`src/rtl/pfb_unswitch.sv`:
```
// Synthesis-side frame reorder for the 2x-oversampled PFB: ping-pong frame buffer
// that replays the previous frame in lockstep with the incoming one, rotated by N/2 on odd frames.
module pfb_unswitch #(
    parameter int B = 32,
    parameter int L = 4,
    parameter int N = 64
) (
    input  logic               aclk,
    input  logic               aresetn,
    input  logic               s_axis_tvalid,
    input  logic               s_axis_tlast,
    input  logic [2*L*B-1:0]   s_axis_tdata,
    output logic               m_axis_tvalid,
    output logic               m_axis_tlast,
    output logic [2*L*B-1:0]   m_axis_tdata,
    output logic               sync_err
);

    localparam int W    = 2 * L * B;
    localparam int D    = N / (2 * L);
    localparam int AW   = (D > 1) ? $clog2(D) : 1;
    localparam int HALF = D / 2;

    localparam logic [AW-1:0] LAST_IDX = AW'(D - 1);
    localparam logic [AW:0]   D_W      = (AW + 1)'(D);
    localparam logic [AW:0]   HALF_W   = (AW + 1)'(HALF);

    logic [W-1:0]  r_bank0 [D];
    logic [W-1:0]  r_bank1 [D];

    logic [AW-1:0] r_wcnt;
    logic          r_wb;
    logic          r_primed;
    logic          r_par;
    logic          r_rpar;

    logic          r_m_tvalid;
    logic          r_m_tlast;
    logic [W-1:0]  r_m_tdata;
    logic          r_sync_err;

    logic          w_at_end;
    logic          w_good;
    logic          w_mis;
    logic [AW:0]   w_sum;
    logic [AW:0]   w_rot;
    logic [AW-1:0] w_rd_addr;
    logic [W-1:0]  w_rd_word;

    assign w_at_end = (r_wcnt == LAST_IDX);
    assign w_good   = s_axis_tvalid & s_axis_tlast & w_at_end;
    assign w_mis    = s_axis_tvalid & (s_axis_tlast ^ w_at_end);

    // A half-frame rotation is exactly D/2 whole beats, so only the address rotates.
    assign w_sum     = {1'b0, r_wcnt} + HALF_W;
    assign w_rot     = (w_sum >= D_W) ? (w_sum - D_W) : w_sum;
    assign w_rd_addr = r_rpar ? w_rot[AW-1:0] : r_wcnt;
    assign w_rd_word = r_wb ? r_bank0[w_rd_addr] : r_bank1[w_rd_addr];

    always_ff @(posedge aclk) begin
        if (s_axis_tvalid) begin
            if (r_wb) begin
                r_bank1[r_wcnt] <= s_axis_tdata;
            end else begin
                r_bank0[r_wcnt] <= s_axis_tdata;
            end
        end
    end

    always_ff @(posedge aclk or negedge aresetn) begin
        if (!aresetn) begin
            r_wcnt   <= '0;
            r_wb     <= 1'b0;
            r_primed <= 1'b0;
            r_par    <= 1'b0;
            r_rpar   <= 1'b0;
        end else if (w_good) begin
            r_wcnt   <= '0;
            r_wb     <= ~r_wb;
            r_primed <= 1'b1;
            r_rpar   <= r_par;
            r_par    <= ~r_par;
        end else if (w_mis) begin
            // Resync: drop the partial frame; the next frame restarts at parity 0.
            r_wcnt   <= '0;
            r_primed <= 1'b0;
            r_par    <= 1'b0;
        end else if (s_axis_tvalid) begin
            r_wcnt   <= r_wcnt + AW'(1);
        end
    end

    always_ff @(posedge aclk or negedge aresetn) begin
        if (!aresetn) begin
            r_m_tvalid <= 1'b0;
            r_m_tlast  <= 1'b0;
            r_m_tdata  <= '0;
            r_sync_err <= 1'b0;
        end else begin
            r_m_tvalid <= s_axis_tvalid & r_primed;
            r_sync_err <= w_mis;
            if (s_axis_tvalid && r_primed) begin
                r_m_tdata <= w_rd_word;
                r_m_tlast <= w_at_end;
            end else begin
                r_m_tlast <= 1'b0;
            end
        end
    end

    assign m_axis_tvalid = r_m_tvalid;
    assign m_axis_tlast  = r_m_tlast;
    assign m_axis_tdata  = r_m_tdata;
    assign sync_err      = r_sync_err;

endmodule

```
`config.mk`:
```
export PLATFORM = sky130hd
export DESIGN_NAME = pfb_unswitch
export DESIGN_NICKNAME = d
export VERILOG_FILES = /design/src/rtl/pfb_unswitch.sv
export SDC_FILE = /design/constraint.sdc
export NUM_CORES = 2
export LEC_CHECK = 0
export CAP_MARGIN = 20
export CORE_MARGIN = 4
export CORE_UTILIZATION = 53
export CTS_CLUSTER_DIAMETER = 120
export DETAILED_ROUTE_END_ITERATION = 8
export PLACE_DENSITY = 0.74
export SLEW_MARGIN = 40
export SYNTH_ARGS = -nofsm -noshare
export SYNTH_HDL_FRONTEND = slang
export SYNTH_SLANG_ARGS = --single-unit
```
`constraint.sdc`:
```
create_clock -name aclk -period 28.5 [get_ports aclk]
set_clock_uncertainty 0.1 [all_clocks]
set_input_delay 2.85 -clock aclk [delete_from_list [all_inputs] [get_ports aclk]]
set_output_delay 2.85 -clock aclk [all_outputs]
set_load 0.005 [all_outputs]
```
* Word level (Yosys, flattened, before mapping)
Memories as Yosys holds them, arrays and structs flattened.
Cells that the tools add are included.
** Storage, ports and cells
- Flip-flop bits (word level) :: 266
- RAM bits :: 4096
- Bits of input ports :: 260
- Output and inout port bits :: 259
- Word-level logic and storage cells :: 42
- Memories kept :: 2
** Memories
- r_bank0 :: words 8, bits a word 256, rd ports 1, clocked after Yosys merged registers in 0, write ports 1, line 28 : logic [W-1:0] r_bank0 [D];
- r_bank1 :: words 8, bits a word 256, rd ports 1, clocked after Yosys merged registers in 0, write ports 1, line 29 : logic [W-1:0] r_bank1 [D];
** Cells by class
- Add/subtract/negate cells :: 3
- Order comparisons :: 1
- Equality and inequality tests :: 1
- Multiplexer cells :: 16
- Bitwise gates (word level) :: 7
- Reduce and logical (&&, ||, !) cells :: 3
** Operators by type and width (count)
- 256-bit 2-to-1 mux :: 1
- 3-bit 2-to-1 mux :: 5
- 1-bit 2-to-1 mux :: 10
- 3-bit by 3-bit adder with 4-bit output, second input constant :: 1
- 1-bit bitwise AND :: 4
- 4-bit >= comparator, second input constant :: 1
- 3-bit by 1-bit adder with 3-bit output, second input constant :: 1
- 3-bit == test, second input constant :: 1
- 3-bit nonzero test :: 1
- 3-bit by 1-bit subtractor with 3-bit output, second input constant :: 1
- 1-bit inverter :: 2
- 2-bit nonzero test :: 1
- 1-bit logical AND :: 1
- 1-bit XOR :: 1

* Longest topological paths before layout
An unclocked memory read counts as a cell.
- Depth in word-level cells :: 6
- Depth in mapped cells :: 8
- Depth with buffers taken out :: 5

* Worst setup path before layout
No wires, ideal clock.
- Kind :: input port to flip-flop
- From :: input s_axis_tvalid
- To :: memory r_bank0[3][0] in the netlist's numbering (enable)
- Library setup time :: 1.187 ns
- Arrival :: 20.633 ns
- Required time :: 27.213 ns
- Slack :: 6.580 ns
- Stages :: 4
- Buffers on the path :: 2
- Path through :: buf_2 -> clkbuf_1 -> nand3_1 -> nor3_1
** On the way
- Cells in the longest elaborated chain, start to end :: 2
** RTL lines
- start: declaration :: line 10 : input logic s_axis_tvalid,
- 1-bit 2-to-1 mux :: line 61 : if (s_axis_tvalid) begin
- 1-bit 2-to-1 mux (implied by the code) :: line 65 : r_bank0[r_wcnt] <= s_axis_tdata;
- end: declaration :: line 28
Every way passes these cells.

* Final worst setup path
- From :: input s_axis_tvalid
- To :: memory r_bank0[4][123] in the netlist's numbering (enable)
Same word-level chain as after synthesis.

==> impl_metrics.csv <==
group,metric,value,unit
floorplan,core_area,309000,um^2
global_routing,grt_pass1_wl,620000,um
logic_synthesis,syn_inst,8015,
worst_setup_path,r2r-end,"m_axis_tdata[102]",
logic_synthesis,synthesis.nets,8277,
clock_network,cts_resized,0,
logic_synthesis,synthAdderAreaFrac,0.000152,
route,viasPerCell,6.56,
finish,multi_input_area,33000,um^2
worst_setup_path,r2r_cells,9,
place,dp_hpwl,224000,um
finish,drive_above_1_share,0.183,
place,dp_cells,12300,
logic_synthesis,ys.flop_type,"edfxtp_1",
floorplan,io_pins,519,
sta,max_freq,0.145,GHz
route,avgRoutedWirePerCell,32.9,um
clock_network,cts.reportedPaths.clkPinSlew,0.06,ns
floorplan,die_x,565,um
logic_synthesis,ys_top_cells_by_count,"edfxtp_1, mux2i_1, mux4_2",
global_routing,grt_pass1_vias,86700,
logic_synthesis,synth_top_family_by_area,"multiplexers",
power,power.density,76.1,nW/um^2
clock_network,clock_path_buffers,4,
place,place_congestion,0.777,
logic_synthesis,ys_seq_area_frac,0.788,
worst_setup_path,critPathKind,"in -> reg",
route,ant_nets,0,
sta,slew_violations,0,
worst_setup_path,critical_path.cell_chain,"clkdlybuf4s50_1, nor2b_1, nand2_1, nor2_4, buf_4, buf_6, buf_4, buf_6",
power,ir_drop,0.0650,mV
finish,areaGrowthSynthToFinish,15.4,%
worst_setup_path,critical_path_arrival,7.37,ns
route,drt-initial-drc-count,12000,
sta,tightest_slew,1.34,ns
worst_setup_path,crit_path_start_kind,"primary input",
logic_synthesis,syn_avg_cell_area,20.5,um^2
clock_network,cts_tree,"done",
global_routing,grt_max_degree,149,
sta,layout_min_cycle_time,6.91,ns
worst_hold_path,hold_path_end,"m_axis_tdata[177]",
logic_synthesis,syn_area,165000,um^2
floorplan,core.rowCount,204,
sta,fin_crit_sh,0.243,
logic_synthesis,synth_top_cell_by_area,"edfxtp_1",
power,total_leakage_power,59.0,nW
worst_setup_path,reg2reg_from,"r_wcnt[1]",
route,routed_wl,433000,um
worst_hold_path,hp-class,"reg -> reg",
run,maxCapViolations,0,
floorplan,die_area,320000,um^2
logic_synthesis,synth_compound_area_frac,0.0629,
logic_synthesis,synth_seq_cells,4362,
finish,regArea,130000,um^2
worst_setup_path,cp_max_fo,46,
floorplan,start_util,0.533,
route,vias,86500,
clock_network,ctsHoldBuffers,0,
logic_synthesis,synth_top_area_frac,0.747,
sta,worst_slew_margin_rel,0.103,
finish,nets,8902,
outcome,status,"completed",
worst_hold_path,min_from,"m_axis_tdata[177]",
global_routing,grt_overflow,0,
clock_network,clock_sinks,4362,
worst_setup_path,cpLargestDelayFamily,"buffers and inverters",
global_routing,track_usage,0.267,
worst_setup_path,worst-path-buf-inv,5,
place,port_buffers,518,
worst_setup_path,rrSetupSlack,22.75,ns
clock_network,clock_latency,0.98,ns
worst_setup_path,critical_path_required,28.95,ns
sta,fin_tns_setup,0,ns
logic_synthesis,synth-xor-area-share,0.000304,
clock_network,cts-root-buf,"clkbuf_16",
floorplan,die_h,565,um
worst_setup_path,max_stage_delay,0.87,ns
logic_synthesis,synth_area_leaders,"edfxtp_1, mux4_2, dfrtp_1",
route,drc,0,
logic_synthesis,yosysUniqueCellTypes,36,
logic_synthesis,synthSimpleGateAreaFrac,0.0169,
finish,fillers,20400,
worst_hold_path,min_delay_path_depth,2,
clock_network,postCtsSetupBuffers,0,
sta,rsz0062_at_grt,"false",
global_routing,antenna_found_initial,90,
route,first_pass_iters,6,
logic_synthesis,synth-async-reset-ratio,0.0610,
logic_synthesis,synth_edf_count,4096,
logic_synthesis,ys_warn_count,0,
finish,layout.cells.non_filler,13200,
clock_network,cts_buffers,425,
sta,finalHoldViolCount,0,
worst_setup_path,cp-end-kind,"flop",
sta,setup_viol,0,
worst_setup_path,critical-path-slowest-cell,"clkdlybuf4s50_1",
clock_network,htree_num_levels,5,
logic_synthesis,synthMuxAreaShare,0.119,
power,total_power,14.5,mW
logic_synthesis,yosysMostFrequentCell,"edfxtp_1",
==> logic make-up after synthesis <==
logic type                 after synthesis
adders and majority gates                2
xor gates and xnor gates                 4
and+or+nand+nor                        558
AOI/OAI and AO/OA                     1285
DFF                                   4362
muxes                                 1281
buffers and inverters                  523
==> routing by layer <==
layer	vias to the layer above	track usage	part of all wire
met5	-	0	0.00079
met4	50	0.0904	0.032
met3	822	0.0576	0.10
met2	5395	0.426	0.48
met1	45400	0.369	0.38
li1	34800	-	-
==> cells in the final DEF (no fill, tap or decap), types with 79 or more instances in the layout <==
cell type / instances
a211oi_1: 188
clkbuf_1: 104
mux4_2: 512
mux2_2: 257
mux2i_1: 512
nor2b_1: 257
a221o_1: 256
nand2_1: 264
a22oi_1: 256
buf_6: 82
edfxtp_1: 4096
clkdlybuf4s50_1: 517
o31ai_1: 256
buf_4: 79
clkinv_2: 87
o211ai_1: 256
clkbuf_16: 426
dfrtp_1: 264
==> worst max path at each step <==
| stage | from | end | cells past startpoint |
|---|---|---|---|
| finish | s_axis_tvalid | r_bank0[4][123] | 8 |
| global route | s_axis_tvalid | r_bank0[4][123] | 8 |
| CTS | s_axis_tvalid | r_bank0[4][123] | 8 |
| detailed placement | s_axis_tvalid | r_bank0[4][55] | 8 |
| global placement | s_axis_tvalid | r_bank0[4][139] | 8 |
| floorplan | s_axis_tvalid | r_bank0[3][0] | 4 |
==> sequential cells by signal, summed over array words and instances, names as in the netlist <==
register and cells:
m_axis_tdata 256, m_axis_tlast 1, m_axis_tvalid 1, r_bank0 2048, r_bank1 2048, r_par 1, r_primed 1, r_rpar 1
r_wb 1, r_wcnt 3, sync_err 1
==> power breakdown <==
part / switching (mW) / internal [mW]
sequential: 0.158 / 7.23
combinational: 0.757 / 0.550
clock: 2.43 / 3.33
total: 3.35 / 11.1
==> worst min-delay path: cells and delay by family, from the launching register on <==
family / cells / cell delay (ns)
AND/OR/NAND/NOR: 1 / 0.05
flip-flops: 1 / 0.34
AO/OA/AOI/OAI: 1 / 0.08
==> layout make-up <==
class | count | share of cell area
antenna | 47 | 0.000619
inverter | 4 | 0.000105
multi-input combinational | 3130 | 0.173
clock inverter | 235 | 0.0159
clock buffer | 566 | 0.0608
timing repair buffer | 717 | 0.0398
tap | 4120 | 0.0271
sequential | 4362 | 0.682
==> through the flow <==
stage / setup slack, ns / hold slack [ns] / cell area, um^2 / utilization
after floorplan: 6.58 / 0.356 / 165000 / -
after global placement: 20.32 / 0.384 / 174000 / 0.564
after detailed placement: 20.25 / 0.405 / 175000 / 0.566
after CTS: 21.22 / 0.417 / 190000 / 0.614
after global routing: 21.50 / 0.440 / 190000 / 0.615
final: 21.59 / 0.408 / 190000 / 0.615
No activity file was read; power rests on OpenSTA's default activity.
